### config.mk
export PLATFORM = sky130hd
export DESIGN_NAME = dpram_port_arbiter
export DESIGN_NICKNAME = d
export VERILOG_FILES = /design/src/rtl/dpram_port_arbiter_pkg.sv /design/src/rtl/dpram_port_arbiter_rr_pick.sv /design/src/rtl/dpram_port_arbiter.sv
export SDC_FILE = /design/constraint.sdc
export NUM_CORES = 1
export LEC_CHECK = 0
export BUFFER_PORTS_ARGS = -buffer_cell sky130_fd_sc_hd__buf_4
export CORE_AREA = 5 5 81 120
export CTS_BUF_LIST = sky130_fd_sc_hd__clkbuf_16
export DETAILED_ROUTE_END_ITERATION = 10
export DIE_AREA = 0 0 86 125
export GPL_TIMING_DRIVEN = 0
export PLACE_DENSITY_LB_ADDON = 0.12
export SLEW_MARGIN = 20
export SYNTH_ARGS = -nofsm -noshare
export SYNTH_HDL_FRONTEND = slang
export SYNTH_HIERARCHICAL = 1
export SYNTH_SLANG_ARGS = --single-unit
### constraint.sdc
create_clock -name clk -period 6.45 [get_ports clk]
set_input_delay 1.29 -clock clk [delete_from_list [all_inputs] [get_ports clk]]
set_output_delay 1.29 -clock clk [all_outputs]
set_load 0.02 [all_outputs]
### src/rtl/dpram_port_arbiter_pkg.sv
// Shared defaults and encodings for the dual-port RAM arbiter.
package dpram_port_arbiter_pkg;

   localparam int AW_DEF = 6;
   localparam int DW_DEF = 8;

   // Which RAM port, if any, a requester owns in the current cycle.
   typedef enum logic [1:0] {
      PORT_NONE = 2'd0,
      PORT_1    = 2'd1,
      PORT_2    = 2'd2
   } port_sel_e;

   // Two accesses may not share a cycle if they hit the same word and either one writes.
   function automatic logic accesses_conflict(input logic we_a, input logic we_b,
                                              input logic adr_eq);
      return adr_eq && (we_a || we_b);
   endfunction

endpackage

### src/rtl/dpram_port_arbiter_rr_pick.sv
// Round-robin picker: first requester at or after ptr (wrapping) that is both
// valid and eligible.
module rr_pick
   import dpram_port_arbiter_pkg::*;
#(
   parameter int N  = 4,
   parameter int PW = $clog2(N)
) (
   input  logic [N-1:0]  valid,
   input  logic [N-1:0]  elig,
   input  logic [PW-1:0] ptr,
   output logic [PW-1:0] idx,
   output logic          found
);

   int            cand;
   logic [PW-1:0] cand_idx;

   // Scan from ptr and latch the first hit.
   always_comb begin
      idx      = '0;
      found    = 1'b0;
      cand     = 0;
      cand_idx = '0;
      for (int k = 0; k < N; k++) begin
         cand     = (int'(ptr) + k) % N;
         cand_idx = PW'(cand);
         if (!found && valid[cand_idx] && elig[cand_idx]) begin
            found = 1'b1;
            idx   = cand_idx;
         end
      end
   end

endmodule

### src/rtl/dpram_port_arbiter.sv
// Shares one dual-port RAM between N valid/ready requesters: up to two grants
// per cycle in round-robin order, with same-address write conflicts pushed to
// a later cycle. Read data is routed back to its owner one cycle after grant.
module dpram_port_arbiter
   import dpram_port_arbiter_pkg::*;
#(
   parameter int N  = 4,
   parameter int AW = AW_DEF,
   parameter int DW = DW_DEF
) (
   input  logic          clk,
   input  logic          rst,
   input  logic [N-1:0]    req_valid,
   input  logic [N-1:0]    req_we,
   input  logic [N*AW-1:0] req_adr,
   input  logic [N*DW-1:0] req_data,
   output logic [N-1:0]    req_ready,
   output logic [N-1:0]    rsp_valid,
   output logic [N*DW-1:0] rsp_data,
   output logic [DW-1:0]   ram_data1,
   output logic [DW-1:0]   ram_data2,
   output logic [AW-1:0]   ram_adr1,
   output logic [AW-1:0]   ram_adr2,
   output logic          ram_we1,
   output logic          ram_we2,
   input  logic [DW-1:0]   ram_q1,
   input  logic [DW-1:0]   ram_q2
);

   localparam int PW = $clog2(N);

   logic [PW-1:0] ptr, ptr_nxt;
   logic [PW-1:0] idx1, idx2;
   logic          found1, found2;
   logic [N-1:0]  elig2;
   logic [AW-1:0] adr_w1;
   logic          we_w1;
   port_sel_e     sel [N];

   logic          rd1_q, rd2_q;
   logic [PW-1:0] own1_q, own2_q;
   logic [N*DW-1:0] rsp_hold;

   rr_pick #(.N(N), .PW(PW)) u_pick1 (
      .valid (req_valid),
      .elig  ({N{1'b1}}),
      .ptr   (ptr),
      .idx   (idx1),
      .found (found1)
   );

   rr_pick #(.N(N), .PW(PW)) u_pick2 (
      .valid (req_valid),
      .elig  (elig2),
      .ptr   (ptr),
      .idx   (idx2),
      .found (found2)
   );

   // Port 2 candidates: anyone but the port 1 winner that does not collide with it.
   always_comb begin
      adr_w1 = req_adr[int'(idx1)*AW +: AW];
      we_w1  = req_we[idx1];
      elig2  = '0;
      for (int i = 0; i < N; i++) begin
         elig2[i] = found1 && (PW'(i) != idx1) &&
                    !accesses_conflict(req_we[i], we_w1, req_adr[i*AW +: AW] == adr_w1);
      end
   end

   // Grant steering onto the two RAM ports; everything is held off while in reset.
   always_comb begin
      req_ready = '0;
      ram_adr1  = '0;
      ram_data1 = '0;
      ram_we1   = 1'b0;
      ram_adr2  = '0;
      ram_data2 = '0;
      ram_we2   = 1'b0;
      for (int i = 0; i < N; i++) begin
         sel[i] = PORT_NONE;
         if (!rst && found1 && idx1 == PW'(i))
            sel[i] = PORT_1;
         else if (!rst && found2 && idx2 == PW'(i))
            sel[i] = PORT_2;
         req_ready[i] = (sel[i] != PORT_NONE);
      end
      if (found1) begin
         ram_adr1  = adr_w1;
         ram_data1 = req_data[int'(idx1)*DW +: DW];
         ram_we1   = we_w1 && !rst;
      end
      if (found2) begin
         ram_adr2  = req_adr[int'(idx2)*AW +: AW];
         ram_data2 = req_data[int'(idx2)*DW +: DW];
         ram_we2   = req_we[idx2] && !rst;
      end
   end

   // Next scan start: one past the last winner in scan order (port 2 trails port 1).
   always_comb begin
      ptr_nxt = ptr;
      if (found2)
         ptr_nxt = (idx2 == PW'(N-1)) ? '0 : idx2 + 1'b1;
      else if (found1)
         ptr_nxt = (idx1 == PW'(N-1)) ? '0 : idx1 + 1'b1;
   end

   // Pointer, per-port owner/read flags and the held response data.
   always_ff @(posedge clk or posedge rst) begin
      if (rst) begin
         ptr      <= '0;
         rd1_q    <= 1'b0;
         rd2_q    <= 1'b0;
         own1_q   <= '0;
         own2_q   <= '0;
         rsp_hold <= '0;
      end else begin
         ptr      <= ptr_nxt;
         rd1_q    <= found1 && !req_we[idx1];
         rd2_q    <= found2 && !req_we[idx2];
         own1_q   <= idx1;
         own2_q   <= idx2;
         rsp_hold <= rsp_data;
      end
   end

   // RAM q is valid the cycle after grant, so responses pass straight through to owners.
   always_comb begin
      rsp_valid = '0;
      rsp_data  = rsp_hold;
      if (rd1_q) begin
         rsp_valid[own1_q]                 = 1'b1;
         rsp_data[int'(own1_q)*DW +: DW] = ram_q1;
      end
      if (rd2_q) begin
         rsp_valid[own2_q]                 = 1'b1;
         rsp_data[int'(own2_q)*DW +: DW] = ram_q2;
      end
   end

endmodule

==> run_results.csv <==
group,metric,value,unit
pwr,p_leak,2.59,nW
timing,max_slew.worst_pin.slew,0.910,ns
pwr,clock_power_share,13.9,%
drt,drc,0,
logic_synthesis,syn_avg_cell_area,9.09,µm²
clock_tree,cts_root_buf,"clkbuf_16",
pwr,p_switching,0.870,mW
cells_and_area,layout_commonest_cell,"buf_4",
global_route,grt_max_degree,26,
timing,fin_crit,6.29,ns
logic_synthesis,synthFlopType,"dfrtp_1",
floorplan,die-area,10800,µm²
drt,drtPass1Iterations,5,
critical_path,path_class,"in -> out",
floorplan,initial_utilization,48.8,%
critical_path,endpoint_kind,"output port",
logic_synthesis,ys_seq_area_share,23.7,%
clock_tree,clock_latency,0.28,ns
cells_and_area,area_growth,36.3,%
global_route,antenna_found_initial,0,
critical_path,crit_arrival,5.00,ns
global_route,grt.total_usage,26.3,%
timing,fmax,159,MHz
clock_tree,numCtsBuffers,5,
logic_synthesis,synth_edf_count,0,
global_route,grt.busiest_layer,"met2",
critical_path,cp_max_fo,10,
logic_synthesis,yosysUniqueCellTypes,50,
global_route,grt_pass1_vias,4592,
global_route,met2_usage,50.2,%
logic_synthesis,synth_seq_cells,40,
clock_tree,cts_buffer_depth,2,
timing,max_slew_margin,38.8,%
drt,first_iter_violations,219,
global_route,grtUsageMet3,2.76,%
global_route,grt_first_pass_wirelength,22700,µm
logic_synthesis,syn_area,4230,µm²
placed_design,portBuffers,140,
pwr,combPwrFrac,65.7,%
clock_tree,path_clk_slew,0.06,ns
global_route,overflow,0,
logic_synthesis,ys_warn_count,6,
min_path,hold_path_class,"reg -> reg",
timing,hold_viol,0,
clock_tree,cts_tree,"done",
pwr,p_seq_share,20.3,%
drt,viasPerCell,5.95,
pwr,powerDensity,342,nW/µm²
logic_synthesis,synthCells,465,
floorplan,die_w,86,µm
cells_and_area,n_antenna_cell,0,
clock_tree,cts_hold_buf,0,
pwr,peakVddDrop,0.280,mV
pwr,fin_total_pwr,1.97,mW
timing,setup_slack,0.161,ns
floorplan,io_pins,152,
placed_design,place_worst_setup_slack,-0.326,ns
floorplan,fp-row-count,42,
pwr,switching_share,44.2,%
pwr,p_int,1.10,mW
timing,finalMaxSlewViolations,0,
drt,totalWireLength,14600,µm
clock_tree,htree_levels,2,
cells_and_area,final_cell_mix,"buf_4, nand2_1, o21ai_0, dfrtp_1, a22oi_1",
global_route,grt_use_met1,27.0,%
critical_path,crit_required,5.16,ns
flow_run,drv_cap,0,
timing,finalCritPeriodShare,97.5,%
placed_design,hpwl,11500,µm
status,status,"finished, final reports clean",
logic_synthesis,synthArstFlopShare,100,%
floorplan,core,8670,µm²
cells_and_area,fillCellCount,742,
timing,finClkSkew,0.00449,ns
clock_tree,clock-sinks,40,
floorplan,die_h,125,µm
drt,num_vias,4389,
cells_and_area,drive_gt1_share,36.5,%
critical_path,start_kind,"input port",
timing,setup_viol,0,
placed_design,gp_congestion,0.932,
drt,postRouteAntennaNets,0,
drt,wl_per_cell,19.8,µm
cells_and_area,fin_nets,730,
-- stage by stage --
| step | std cells | area (µm²) | hold slack, ns | utilization, % | TNS, ns |
|---|---|---|---|---|---|
| 2_1_floorplan | 472 | 4250 | 0.580 | - | 0 |
| 3_3_place_gp | 722 | 5440 | 0.573 | 62.8 | -2.10 |
| 3_5_place_dp | 723 | 5460 | 0.599 | 63.0 | -3.52 |
| 4_1_cts | 733 | 5690 | 0.618 | 65.6 | 0 |
| 5_1_grt | 738 | 5760 | 0.661 | 66.4 | -0.0939 |
| 6_report | 738 | 5760 | 0.615 | 66.4 | 0 |
-- final cells by class --
cell class              count  area (µm²)  share of cell area, %
plain buffers              37         233                   4.04
well taps                 110         138                   2.39
clock inverters             3        37.5                  0.652
repair buffers            148        1140                   19.7
multi-input cells         381        3040                   52.7
inverters                  14        52.6                  0.912
clock buffers               5         125                   2.17
flip-flops and latches     40        1000                   17.4
-- cells by family (layout without fill, tap and decap cells) --
| logic type | count (synthesis) | count (layout) | share of synthesized area [%] |
|---|---|---|---|
| xor gates and xnor gates | 38 | 38 | 7.87 |
| adders and majority gates | 21 | 21 | 6.21 |
| AOI/OAI and AO/OA | 125 | 125 | 18.9 |
| DFF | 40 | 40 | 23.7 |
| buffers and inverters | 51 | 207 | 6.42 |
| muxes | 39 | 39 | 17.4 |
| and+or+nand+nor | 150 | 150 | 19.4 |
| other | 1 | 8 | 0.0887 |
-- worst paths after layout --
path / startpoint / to / slack (ns) / cells after the start
max in group asynchronous: rst / rsp_hold[21] / 4.95 / 3
setup reg to reg: ptr[1] / ptr[1] / 2.41 / 17
hold / removal: rsp_hold[7] / rsp_hold[7] / 0.62 / 2
hold reg to reg: rsp_hold[7] / rsp_hold[7] / 0.62 / 2
setup / recovery: req_valid[0] / ram_data2[0] / 0.16 / 18
min in group asynchronous: rst / rsp_hold[19] / 1.04 / 2
-- routing by layer --
metal	vias up	wire length (µm)	part of all wire [%]
met5	-	0	0
met4	0	708	4.8
met3	46	888	6.1
met2	243	8170	56
met1	2098	4850	33
li1	2002	-	-
-- synth_stat cells (11+ instances only) --
master | number | share of area, %
dfrtp_1 | 40 | 24
mux4_2 | 26 | 14
a22oi_1 | 37 | 6.6
ha_1 | 21 | 6.2
inv_1 | 11 | 0.98
o21ai_0 | 42 | 5.0
clkbuf_1 | 11 | 0.98
xnor2_1 | 14 | 2.9
and2_1 | 33 | 4.9
a21oi_1 | 13 | 1.5
nand2_1 | 59 | 5.2
xor2_1 | 24 | 5.0
nor2_1 | 13 | 1.2
buf_2 | 13 | 1.5
-- power by group through the flow --
stage	clock network [mW]	registers, mW	logic, mW
floorplan	0	0.385	0.796
global placement	0	0.397	1.21
detailed placement	0	0.402	1.24
CTS	0.276	0.399	1.27
global route	0.287	0.410	1.39
finish	0.275	0.401	1.30
-- state kept, by name, summed over array words and instances, names as in the netlist --
| register | count |
|---|---|
| rsp_hold | 32 |
| own1_q | 2 |
| own2_q | 2 |
| ptr | 2 |
| rd1_q | 1 |
| rd2_q | 1 |
-- critical path: stages --
cell and delay [ns]:
buf_4 0.13, nand2_1 0.10, o21ai_0 0.14, a211oi_4 0.30, buf_6 0.22, mux2i_4 0.29, xor2_1 0.10, o211ai_1 0.12
o21ai_0 0.14, a311oi_2 0.28, nand2_1 0.13, and4b_1 0.23, a211oi_4 0.31, buf_6 0.17, buf_6 0.18, mux4_2 0.52
and2_1 0.17, buf_4 0.15
-- what timing repair did --
item                                    in CTS  in global routing
endpoints found under the setup margin      18                 18
resized for setup                            8                  7
buffers inserted                             2                  5
pin swaps                                    2                  3
Power figures use the tool's default switching activity.
